[config.mk]
export PLATFORM = sky130hd
export DESIGN_NAME = seq_popcount_hyst
export DESIGN_NICKNAME = d
export VERILOG_FILES = /design/src/rtl/cool_heat_pkg.sv /design/src/rtl/seq_popcount_hyst_popcount_chunk.sv /design/src/rtl/seq_popcount_hyst.sv
export SDC_FILE = /design/constraint.sdc
export NUM_CORES = 1
export LEC_CHECK = 0
export ABC_AREA = 1
export CAP_MARGIN = 20
export CORE_ASPECT_RATIO = 0.7
export CORE_MARGIN = 10
export CORE_UTILIZATION = 29
export CTS_CLUSTER_DIAMETER = 30
export DETAILED_ROUTE_END_ITERATION = 7
export HOLD_SLACK_MARGIN = 0.1
export PLACE_DENSITY_LB_ADDON = 0.3
export SYNTH_ARGS = -nofsm -noshare
export SYNTH_HDL_FRONTEND = slang
export SYNTH_SLANG_ARGS = --single-unit
[constraint.sdc]
create_clock -name clk -period 6.2 [get_ports clk]
set_input_delay 1.24 -clock clk [delete_from_list [all_inputs] [get_ports clk]]
set_output_delay 1.24 -clock clk [all_outputs]
set_load 0.03 [all_outputs]
[src/rtl/cool_heat_pkg.sv]
// Shared definitions for the cool/heat controller blocks: FSM encoding and
// the helper that sizes count/threshold fields.
package cool_heat_pkg;

  typedef enum logic [1:0] {
    IDLE = 2'd0,
    RUN  = 2'd1,
    DONE = 2'd2
  } pc_state_e;

  // Bits needed to hold a count from 0 up to and including w.
  function automatic int calc_cw(input int w);
    return $clog2(w + 1);
  endfunction

endpackage

[src/rtl/seq_popcount_hyst_popcount_chunk.sv]
// Combinational ones-counter for one CHUNK-bit slice of the sensor vector.
module popcount_chunk #(
  parameter int CHUNK = 4,
  parameter int PW    = $clog2(CHUNK + 1)
) (
  input  logic [CHUNK-1:0] bits_i,
  output logic [PW-1:0]    ones_o
);

  // Sum the individual bits of the slice.
  always_comb begin
    ones_o = '0;
    for (int i = 0; i < CHUNK; i++) begin
      ones_o = ones_o + PW'(bits_i[i]);
    end
  end

endmodule

[src/rtl/seq_popcount_hyst.sv]
// Multi-cycle ones-counter with valid/ready handshake and a hysteresis
// "active" flag driven by runtime high/low thresholds.
module seq_popcount_hyst
  import cool_heat_pkg::*;
#(
  parameter int WIDTH = 16,
  parameter int CHUNK = 4,
  parameter int CW    = calc_cw(WIDTH)
) (
  input  logic             clk,
  input  logic             rst_n,
  input  logic             in_valid,
  output logic             in_ready,
  input  logic [WIDTH-1:0] data,
  input  logic [CW-1:0]    th_hi,
  input  logic [CW-1:0]    th_lo,
  output logic             out_valid,
  input  logic             out_ready,
  output logic [CW-1:0]    count,
  output logic             active,
  output logic             above_hi,
  output logic             below_lo
);

  localparam int N  = WIDTH / CHUNK;
  localparam int IW = (N > 1) ? $clog2(N) : 1;
  localparam int PW = $clog2(CHUNK + 1);
  localparam logic [IW-1:0] LAST_IDX = IW'(N - 1);

  pc_state_e        state_q;
  logic [WIDTH-1:0] sh_q;
  logic [CW-1:0]    acc_q;
  logic [IW-1:0]    idx_q;
  logic [CW-1:0]    count_q;
  logic             out_valid_q;
  logic             active_q;
  logic             above_hi_q;
  logic             below_lo_q;

  logic [PW-1:0]    chunk_ones;
  logic [CW-1:0]    sum_d;

  popcount_chunk #(
    .CHUNK (CHUNK),
    .PW    (PW)
  ) u_chunk (
    .bits_i (sh_q[CHUNK-1:0]),
    .ones_o (chunk_ones)
  );

  // Running total including the slice being counted this cycle.
  assign sum_d = acc_q + CW'(chunk_ones);

  // FSM, datapath and registered result/flags in one sequential block.
  always_ff @(posedge clk or negedge rst_n) begin
    if (!rst_n) begin
      state_q     <= IDLE;
      sh_q        <= '0;
      acc_q       <= '0;
      idx_q       <= '0;
      count_q     <= '0;
      out_valid_q <= 1'b0;
      active_q    <= 1'b0;
      above_hi_q  <= 1'b0;
      below_lo_q  <= 1'b0;
    end else begin
      case (state_q)
        IDLE: begin
          if (in_valid) begin
            sh_q    <= data;
            acc_q   <= '0;
            idx_q   <= '0;
            state_q <= RUN;
          end
        end
        RUN: begin
          acc_q <= sum_d;
          sh_q  <= sh_q >> CHUNK;
          idx_q <= idx_q + 1'b1;
          if (idx_q == LAST_IDX) begin
            count_q     <= sum_d;
            above_hi_q  <= (sum_d >= th_hi);
            below_lo_q  <= (sum_d <= th_lo);
            // High threshold wins when the two overlap.
            if (sum_d >= th_hi) begin
              active_q <= 1'b1;
            end else if (sum_d <= th_lo) begin
              active_q <= 1'b0;
            end
            out_valid_q <= 1'b1;
            state_q     <= DONE;
          end
        end
        DONE: begin
          if (out_ready) begin
            out_valid_q <= 1'b0;
            state_q     <= IDLE;
          end
        end
        default: begin
          state_q <= IDLE;
        end
      endcase
    end
  end

  // Decoded straight from the state so it reads 1 during reset.
  assign in_ready  = (state_q == IDLE);
  assign out_valid = out_valid_q;
  assign count     = count_q;
  assign active    = active_q;
  assign above_hi  = above_hi_q;
  assign below_lo  = below_lo_q;

endmodule

== Word-level counts from Yosys, hierarchy flattened ==
Index checks and enable logic that the tools add are counted.

* Bits of input ports: 30
* Bits in registers: 34
* Logic and storage cells: 46
* Output and inout port bits: 10

* Mux-type cells: 15
* $add $sub $neg: 5
* Equality and inequality tests: 6
* Order comparisons: 2
* Reduce and logical (&&, ||, !) cells: 9

{| class="wikitable"
|+ Operator list
! cell !! number
|-
| 16-bit one-hot mux with 2 select lines || 1
|-
| 16-bit two-way mux || 1
|-
| 5-bit one-hot mux with 2 select lines || 1
|-
| 3-bit AND reduction || 3
|-
| 2-bit two-way mux || 4
|-
| 3-bit by 1-bit adder with 3-bit output || 2
|-
| 2-bit != test (second input constant) || 3
|-
| 2-bit one-hot mux with 3 select lines || 1
|-
| 2-bit nonzero test || 3
|-
| 5-bit by 3-bit adder with 5-bit output || 1
|-
| 5-bit greater-or-equal comparator || 1
|-
| 5-bit less-or-equal comparator || 1
|-
| 5-bit two-way mux || 1
|-
| 2-bit equality test (second input constant) || 2
|-
| 1-bit two-way mux || 4
|-
| 2-bit one-hot mux with 2 select lines || 1
|-
| 2-bit AND reduction || 2
|-
| 1-bit by 1-bit adder with 2-bit output || 1
|-
| 2-bit by 1-bit adder with 2-bit output (second input constant) || 1
|-
| 2-bit by 1-bit equality test with 1-bit output (second input constant) || 1
|-
| 2-bit logical NOT || 1
|-
| 1-bit one-hot mux with 2 select lines || 1
|}

== Logic depth before layout (Yosys ltp) ==
* Depth in word-level cells: 7
* Mapped depth: 20
* Gate-level depth less buffers: 20

== By module ==
A second synthesis with hierarchy kept.

* Cells, all modules: 211
* Area total of the unflattened synthesis: 1,893.1 µm²

{| class="wikitable"
|+ By module, submodules not included
! module !! area an instance (µm²) !! cells an instance !! seq. area each (µm²) !! instances
|-
| seq_popcount_hyst || 1,829.3 || 203 || 850.8 || 1
|-
| popcount_chunk || 63.8 || 8 || 0.0 || 1
|}

== Least setup slack after synthesis ==
No wires, ideal clock.

* Kind: flip-flop to flip-flop
* Start: register sh_q[0]
* End: register active_q (netlist: active)
* Clock period less this slack: 3,026 ps
* Arrival time: 2,908 ps
* Stages on the path, launching flop included: 21
* Buffers on the path: 0
* Required time: 6,082 ps
* Setup time: 118 ps
* Setup slack: 3,174 ps
* Cells stage by stage: dfrtp_1 ha_1 inv_1 fa_1 inv_1 ha_1 inv_1 fa_1 inv_1 nand2_1 a21oi_1 xor2_1 ha_1 nand2_1 nor2_1 nand2_1 nand3_1 nand2_1 nand2_1 nand2_1 nand2_1

* Longest elaborated chain between the ends: 7
* Elaborated cells between the ends (all ways): 9
* Those cells by class: 4 x add/sub; 2 x order compare; 1 x mux; 2 x reduce/logical

{| class="wikitable"
|+ RTL lines
! element !! line !! RTL
|-
| start: declaration || seq_popcount_hyst.sv:31 || <nowiki>logic [WIDTH-1:0] sh_q;</nowiki>
|-
| start signal: assignment || seq_popcount_hyst.sv:70 || <nowiki>sh_q <= data;</nowiki>
|-
| start signal: assignment || seq_popcount_hyst.sv:78 || <nowiki>sh_q <= sh_q >> CHUNK;</nowiki>
|-
| 1-bit by 1-bit adder with 2-bit output * || seq_popcount_hyst_popcount_chunk.sv:14 || <nowiki>ones_o = ones_o + PW'(bits_i[i]);</nowiki>
|-
| 3-bit by 1-bit adder with 3-bit output * (2 in series) || seq_popcount_hyst_popcount_chunk.sv:14 ||
|-
| 5-bit by 3-bit adder with 5-bit output * || seq_popcount_hyst.sv:52 || <nowiki>assign sum_d = acc_q + CW'(chunk_ones);</nowiki>
|-
| named net sum_d[4] || seq_popcount_hyst.sv:41 || <nowiki>logic [CW-1:0] sum_d;</nowiki>
|-
| 5-bit greater-or-equal comparator or 5-bit less-or-equal comparator (tied branches) || seq_popcount_hyst.sv:85, seq_popcount_hyst.sv:87 ||
|-
| 2-bit nonzero test (no line) || n/a ||
|-
| 3-bit AND reduction (no line) || n/a ||
|-
| end signal: assignment || seq_popcount_hyst.sv:63 || <nowiki>active_q <= 1'b0;</nowiki>
|-
| end signal: assignment || seq_popcount_hyst.sv:86 || <nowiki>active_q <= 1'b1;</nowiki>
|-
| end signal: assignment || seq_popcount_hyst.sv:88 || <nowiki>active_q <= 1'b0;</nowiki>
|-
| end: declaration || seq_popcount_hyst.sv:36 || <nowiki>logic active_q;</nowiki>
|}

The timed path passes the listed nets; every way through them passes the cells marked *.
A chain may end at the register's enable or synchronous reset.

== Final worst setup path ==
* Start: register sh_q[0]
* End: register above_hi_q (netlist: above_hi)

* Longest elaborated chain between the ends: 5

{| class="wikitable"
|+ RTL lines
! element !! line !! RTL
|-
| 1-bit by 1-bit adder with 2-bit output || seq_popcount_hyst_popcount_chunk.sv:14 ||
|-
| 3-bit by 1-bit adder with 3-bit output (2 in series) || seq_popcount_hyst_popcount_chunk.sv:14 ||
|-
| 5-bit by 3-bit adder with 5-bit output || seq_popcount_hyst.sv:52 ||
|-
| named net sum_d[4] || seq_popcount_hyst.sv:41 ||
|-
| 5-bit greater-or-equal comparator || seq_popcount_hyst.sv:82 || <nowiki>above_hi_q <= (sum_d >= th_hi);</nowiki>
|-
| end signal: assignment || seq_popcount_hyst.sv:82 ||
|-
| end: declaration || seq_popcount_hyst.sv:37 || <nowiki>logic above_hi_q;</nowiki>
|}

The timed path passes the listed nets, and every way through them passes these cells.

==> impl_metrics.json <==
{
  "drive_gt1_frac": 0.111,
  "syn_inst": 219,
  "place_inst": 345,
  "syn-num-nets": 267,
  "yosys_warnings": 0,
  "slew_violations": 0,
  "relSlewSlack": 0.564,
  "ys_seq_elements": 34,
  "grt_pass1_wl_mm": 7.79,
  "worst_pin_slew_ns": 0.654,
  "multiInputGateArea_um2": 902,
  "final-seq-area_um2": 851,
  "pin_count": 40,
  "rsz0062_at_grt": "false",
  "drc_errors": 0,
  "io_buffers": 39,
  "fin_skew_ns": 0.00416,
  "numCtsBuffers": 5,
  "fin_setup_tns_ns": 0,
  "synth.yosys.seq_area_share": 0.442,
  "syn_avg_cell_area_um2": 8.78,
  "antenna_left": 0,
  "critPathRequiredTime_ns": 6.37,
  "grt_remaining_overflow": 0,
  "antennaDiodeCount": 0,
  "hpwl_mm": 3.40,
  "postLayoutCellArea_um2": 2480,
  "routabilityCongestion": 0.817,
  "critical_path_class": "register to register",
  "hold_class": "register to register",
  "grt_pass1_vias": 1500,
  "routedWlPerCell_um": 12.9,
  "cts.sinks": 34,
  "die-area_um2": 10300,
  "clk_latency_ns": 0.28,
  "cts_tree": "yes",
  "outcome": "finished, final reports clean",
  "utilization": 0.392,
  "cp-end-kind": "register",
  "arrival_ns": 3.46,
  "path_clk_slew_ns": 0.07,
  "h-tree-depth": 2,
  "coreArea_um2": 6340,
  "finalHoldViolations": 0,
  "num_vias": 1494,
  "grt_max_degree": 35,
  "die_h_um": 88.1,
  "cts.repair.resized": 0,
  "fill_cells": 655,
  "syn_to_final_growth_pct": 29.1,
  "period_needed_ns": 3.28,
  "setup_violations": 0,
  "power.density_nw_per_um2": 601,
  "startpoint_type": "register",
  "dr.first_iter.drc_count": 69,
  "synthDistinctLibCells": 24,
  "drv_cap": 0,
  "start_util": 0.304,
  "max_freq_mhz": 305,
  "final_cells": 353,
  "post-cts-setup-buffers": 0,
  "grtUsageTotal": 0.0923,
  "dpl_cell_area_um2": 2390,
  "p_leak_uw": 0.00123,
  "fp.dieW_um": 117,
  "std_cell_rows": 24,
  "root_buffer": "clkbuf_8",
  "firstDrtPassIters": 4,
  "wl_mm": 4.56,
  "total_power_uw": 1490,
  "clk_path_buf_depth": 2,
  "antenna_found_initial": 0,
  "hold_buffers": 0,
  "min_period_over_period": 0.529,
  "vdd_ir_drop_max_v": 0.000223,
  "finalNetCount": 309,
  "synth_area_um2": 1920,
  "routed_via_density": 4.23,
  "cp_max_fo": 4
}
==> cell type report <==
type / count / area share
clock inverter: 1 / 0.00202
inverter: 33 / 0.0509
timing repair buffer: 40 / 0.160
clock buffer: 7 / 0.0348
multi-input combinational: 147 / 0.363
tap: 91 / 0.0459
sequential: 34 / 0.343
==> where the power goes <==
part	internal [uW]	switching (uW)
clock network	89.6	79.6
logic	351	571
registers	330	71.5
total	770	723
==> per-layer routing <==
layer / part of all wire / track usage
met4: 0.0013 / 0.0170
met2: 0.40 / 0.123
met3: 0.052 / 0.0379
met5: 0 / 0
met1: 0.55 / 0.134
==> path summary, 6_finish.rpt <==
check / startpoint / endpoint / slack, ns / cells past startpoint
worst min-delay path: sh_q[15] / sh_q[15] / 0.47 / 2
worst max-delay path: sh_q[0] / above_hi / 2.92 / 18
worst min register to register: sh_q[15] / sh_q[15] / 0.47 / 2
min in group asynchronous: rst_n / sh_q[1] / 1.38 / 2
max in group asynchronous: rst_n / sh_q[11] / 4.51 / 2
worst max register to register: sh_q[0] / above_hi / 2.92 / 18
==> synth_stat cells <==
cell type / count / area, um2
nand3_1: 7 / 35.0
o21ai_1: 2 / 10.0
fa_1: 2 / 40.0
a21oi_1: 6 / 30.0
o21ai_2: 10 / 87.6
dfrtp_1: 34 / 851
o211ai_1: 1 / 7.51
or2_2: 1 / 6.26
o21ai_0: 16 / 80.1
inv_1: 31 / 116
nand2_4: 3 / 33.8
inv_4: 1 / 6.26
nor2_4: 2 / 22.5
o31ai_1: 1 / 7.51
nand2_1: 59 / 221
o22ai_2: 3 / 37.5
inv_2: 1 / 3.75
xor2_1: 1 / 8.76
buf_2: 2 / 10.0
buf_6: 3 / 33.8
nor2_1: 14 / 52.6
a22o_1: 1 / 8.76
o22ai_1: 2 / 12.5
ha_1: 16 / 200
==> sequential cells by signal, indices dropped and copies added (netlist names) <==
signal     cells
out_valid      1
active         1
state_q        2
sh_q          16
above_hi       1
acc_q          5
idx_q          2
below_lo       1
count          5
==> critical path: stages (launching register included) <==
cell and delay [ns]:
dfrtp_1 0.39, ha_1 0.30, inv_1 0.07, fa_1 0.40, inv_1 0.07, ha_1 0.15
inv_1 0.05, fa_1 0.35, inv_1 0.07, nand2_1 0.06, a21oi_1 0.16, xor2_1 0.31
ha_1 0.31, nand2_1 0.09, nor2_1 0.05, o21ai_0 0.07, o211ai_1 0.13, nand2_1 0.10
nand2_1 0.05
==> stage by stage <==
step / hold slack, ns / setup WS, ns
after floorplan: 0.443 / 3.17
after global placement: 0.457 / 2.99
after CTS: 0.481 / 2.93
final: 0.474 / 2.92
after global routing: 0.507 / 2.62
after detailed placement: 0.463 / 2.93
==> cell families after synthesis <==
kind of cell	synth area share
and+or+nand+nor	0.193
AOI/OAI and AO/OA	0.146
buffers and inverters	0.0885
DFF	0.442
adders and majority gates	0.125
xor gates and xnor gates	0.00456
==> layout by cell type, fill, tap and decap left out, types with 6 or more instances in the layout <==
| cell type | instances |
|---|---|
| inv_1 | 31 |
| clkdlybuf4s50_1 | 39 |
| nor2_1 | 14 |
| o21ai_0 | 16 |
| dfrtp_1 | 34 |
| nand2_1 | 59 |
| o21ai_2 | 10 |
| clkbuf_8 | 6 |
| ha_1 | 16 |
| a21oi_1 | 6 |
| nand3_1 | 7 |
Power figures use the tool's default switching activity.
==> patch 1: new RTL, same flow settings <==
Make the reset (`rst_n`) synchronous in one clocked block.
--- a/src/rtl/seq_popcount_hyst.sv
+++ b/src/rtl/seq_popcount_hyst.sv
@@ -53,5 +53,5 @@
 
   // FSM, datapath and registered result/flags in one sequential block.
-  always_ff @(posedge clk or negedge rst_n) begin
+  always_ff @(posedge clk) begin
     if (!rst_n) begin
       state_q     <= IDLE;
Function: differs if rst_n is asserted again (counterexample within 4 cycles, from zero or initial values and one cycle with rst_n low); with rst_n held inactive, the same outputs for 10 cycles.
==> patch 1 against the original RTL <==
Synthesized area shrank 10%. Die area shrank 8.2%. Wire length decreased by 4.6%. Non-clock buffer count down 1. Sequential cell count unchanged. Global-route usage barely moved. Final area decreased by 8.6%. Final cell count decreased by 4.2%. Setup slack worse by 0.026 ns. Critical endpoint is now active. Largest cell class unchanged.
Power is not compared: it rests on default switching activity, and its combinational part moved more than twofold at a synthesized area within 25%.
==> patch 1: results (changes against the original RTL) <==
metric;value;unit;change
fillers;626;;was 655
dpl.cell_count;330;;was 345
syn_area_per_cell;7.71;µm²;was 8.78 µm²
dp_hpwl;3290;µm;was 3400 µm
ys_seq_area_share;39.4;%;was 44.2%
grt_usage;9.18;%;was 9.23%
first_global_vias;1522;;was 1500
clk_pin_slew;0.07;ns;about the same
cts_buffer_depth;2;;unchanged
tightest_slew;0.872;ns;was 0.654 ns
layout-drive-gt1-share;5.70;%;was 11.1%
gp_congestion;0.739;;was 0.817
nNetsFinal;310;;was 309
grt_pass1_wl;7340;µm;was 7790 µm
finalNonFillerCells;338;;was 353
ys_types;22;;was 24
synth_area_leaders;dfxtp_1, ha_1, a21oi_1;;was dfrtp_1, nand2_1, ha_1
finClkSkew;0.00751;ns;was 0.00416 ns
grt_start_max_net_pins;26;;was 35
synthFlopType;dfxtp_1;;was dfrtp_1
first_iter_violations;73;;was 69
synthArstFlopShare;0;%;was 100%
wl_per_cell;12.9;µm;about the same
status;completed;;unchanged
clk-insertion-delay-late;0.29;ns;
syn_nets;272;;was 267
vias;1569;;was 1494
synthTopCellsByCount;nand2_1, a21oi_1, dfxtp_1;;was nand2_1, dfrtp_1, inv_1
cp_data_arrival_time;3.48;ns;was 3.46 ns
## patch 1: cell types whose count changed after synthesis, sizes merged, moves of 3 or more
cell,change
clkbuf,+3
nand2,-17
dfxtp,+34
nor2,-11
o21ai,-11
o22ai,+7
a21oi,+30
dfrtp,-34
## patch 1: path summary, 6_finish.rpt
kind | startpoint | end | slack (ns)
setup / recovery | sh_q[0] | active | 2.89
hold / removal | acc_q[0] | acc_q[0] | 0.47
setup reg to reg | sh_q[0] | active | 2.89
hold reg to reg | acc_q[0] | acc_q[0] | 0.47
## patch 1: layer usage
| metal | global-route usage (%) | vias up | part of all wire, % | wire, µm |
|---|---|---|---|---|
| met5 | 0 | - | 0 | 0 |
| li1 | - | 820 | - | - |
| met3 | 3.48 | 6 | 6.3 | 272 |
| met4 | 3.22 | 0 | 1.3 | 55 |
| met1 | 12.9 | 707 | 51 | 2220 |
| met2 | 12.3 | 36 | 41 | 1800 |
## patch 1: report_power, final
part | switching (mW) | internal, mW | total, mW
clock network | 0.0851 | 0.0893 | 0.174
registers | 0.00691 | 0.231 | 0.238
logic | 0.0604 | 0.0470 | 0.107
## patch 1: cell families (layout without fill, tap and decap cells)
kind of cell	Yosys count	after routing	synth area share, %
flip-flops	34	34	39.4
XOR/XNOR	2	2	1.01
buffers and inverters	43	82	9.71
AND/OR/NAND/NOR	58	58	14.3
adder cells (fa/ha/maj)	18	18	13.9
AO/OA/AOI/OAI	69	69	21.7
## patch 1: through the flow
stage               cell area (µm²)  worst slack, ns
floorplan                      1730             3.28
global placement               2170             2.93
detailed placement             2170             2.88
CTS                            2270             2.86
global route                   2270             2.60
finish                         2270             2.89
## patch 1: final cells by class
| class | count | area share (%) |
|---|---|---|
| multi-input combinational | 147 | 38.7 |
| sequential | 34 | 30.0 |
| timing repair buffer | 39 | 17.2 |
| inverter | 35 | 5.79 |
| tap | 75 | 4.13 |
| clock buffer | 6 | 3.64 |
| clock inverter | 2 | 0.551 |
## patch 1: critical path, cell delays in order, from the launching register on
cell and delay, ns:
dfxtp_1 0.32, ha_1 0.29, inv_1 0.07, fa_1 0.41, inv_1 0.08, ha_1 0.16, inv_1 0.05, fa_1 0.41
o21ai_2 0.18, xor2_1 0.36, ha_1 0.32, nand2_1 0.08, nor2_1 0.06, nand2_1 0.06, nand3_1 0.06, nand2_1 0.07
nand2_1 0.08, nand2_1 0.07, a21oi_1 0.05
==> patch 2: new RTL, same settings <==
Made on the original files. Change the parameter `WIDTH` from 16 to 32.
--- a/src/rtl/seq_popcount_hyst.sv
+++ b/src/rtl/seq_popcount_hyst.sv
@@ -4,5 +4,5 @@
   import cool_heat_pkg::*;
 #(
-  parameter int WIDTH = 16,
+  parameter int WIDTH = 32,
   parameter int CHUNK = 4,
   parameter int CW    = calc_cw(WIDTH)
Ports: changed (resized count, data, th_hi and th_lo); port bits go from 40 to 59. The function was not compared with the original's and may differ.
==> patch 2 against the original RTL <==
Setup slack worse by 0.011 ns. Wire length increased by 50%. Critical path depth stayed put. Synthesized area increased by 55%. Sequential cell count rose by 19. Final area increased by 52%. Total power up 45%.
==> patch 2: results (changes against the original RTL) <==
metric;value;unit;change
grt_usage;9.10;%;was 9.23%
first_global_vias;2311;;was 1500
syn_area_per_cell;9.31;µm²;was 8.78 µm²
largest_reg_flops;32;;was 16
grt_start_max_net_pins;60;;was 35
finClkSkew;0.00748;ns;was 0.00416 ns
crit_family;adder cells;;unchanged
yosys.area_share.xor_xnor;0.586;%;was 0.455%
status;completed;;unchanged
crit_fanout;4;;unchanged
nNetsFinal;442;;was 309
dpl.cell_count;494;;was 345
ys_types;33;;was 24
vdd_drop_max;229;µV;was 223 µV
fillers;981;;was 655
met2_length;3060;µm;was 1820 µm
leakagePower;1.85;nW;was 1.23 nW
synthTopCellsByCount;nand2_1, inv_1, dfrtp_1;;was nand2_1, dfrtp_1, inv_1
syn_nets;390;;was 267
place_area;3620;µm²;was 2390 µm²
gp_congestion;0.757;;was 0.817
grtUsageMet3;2.58;%;was 3.79%
dp_hpwl;5060;µm;was 3400 µm
io_buffers;58;;was 39
cts_buffer_depth;2;;unchanged
dp_slack;2.87;ns;was 2.93 ns
layout-drive-gt1-share;12.3;%;was 11.1%
routed.top_layer;met4;;unchanged
grt_util_met2;13.8;%;was 12.3%
tightest_slew;0.750;ns;was 0.654 ns
wl_met3;378;µm;was 238 µm
post_synth_fa_ha_maj_area_fraction;9.29;%;was 12.5%
root_buffer;clkbuf_16;;was clkbuf_8
drt-total-wl;6830;µm;was 4560 µm
finalNonFillerCells;502;;was 353
ys_seq_area_share;44.4;%;was 44.2%
grt_pass1_wl;11300;µm;was 7790 µm
yosys_warnings;0;;unchanged
clk-insertion-delay-late;0.29;ns;
cp_data_arrival_time;3.47;ns;was 3.46 ns
final_util;38.3;%;was 39.2%
first_iter_violations;81;;was 69
synth_area_leaders;dfrtp_1, nand2_1, ha_1;;unchanged
synth_compound_area_share;20.8;%;was 14.6%
grt_use_met1;12.3;%;was 13.4%
==> patch 2: area by class of cell <==
cell class | instances | area share [%]
clock inverters | 3 | 1.16
multi-input cells | 197 | 35.1
repair buffers | 59 | 15.4
inverters | 57 | 5.79
flip-flops and latches | 53 | 35.0
well taps | 128 | 4.23
clock buffers | 5 | 3.31
==> patch 2: tightest hold or removal path: stages (launching register included) <==
cell and delay (ns):
dfrtp_1 0.34, nand2_1 0.05, nand2_1 0.06
==> patch 2: final timing paths <==
check / start / slack [ns] / endpoint / depth (start not counted)
min in group asynchronous: rst_n / 1.07 / sh_q[6] / 2
max in group asynchronous: rst_n / 4.67 / acc_q[1] / 2
worst max register to register: sh_q[0] / 2.91 / active / 18
worst min-delay path: above_hi / 0.48 / above_hi / 2
worst min register to register: above_hi / 0.48 / above_hi / 2
worst max-delay path: sh_q[0] / 2.91 / active / 18
==> patch 2: report_power, final <==
part | internal (mW) | switching, mW
clock | 0.191 | 0.126
combinational | 0.500 | 0.764
sequential | 0.509 | 0.0800
total | 1.20 | 0.970
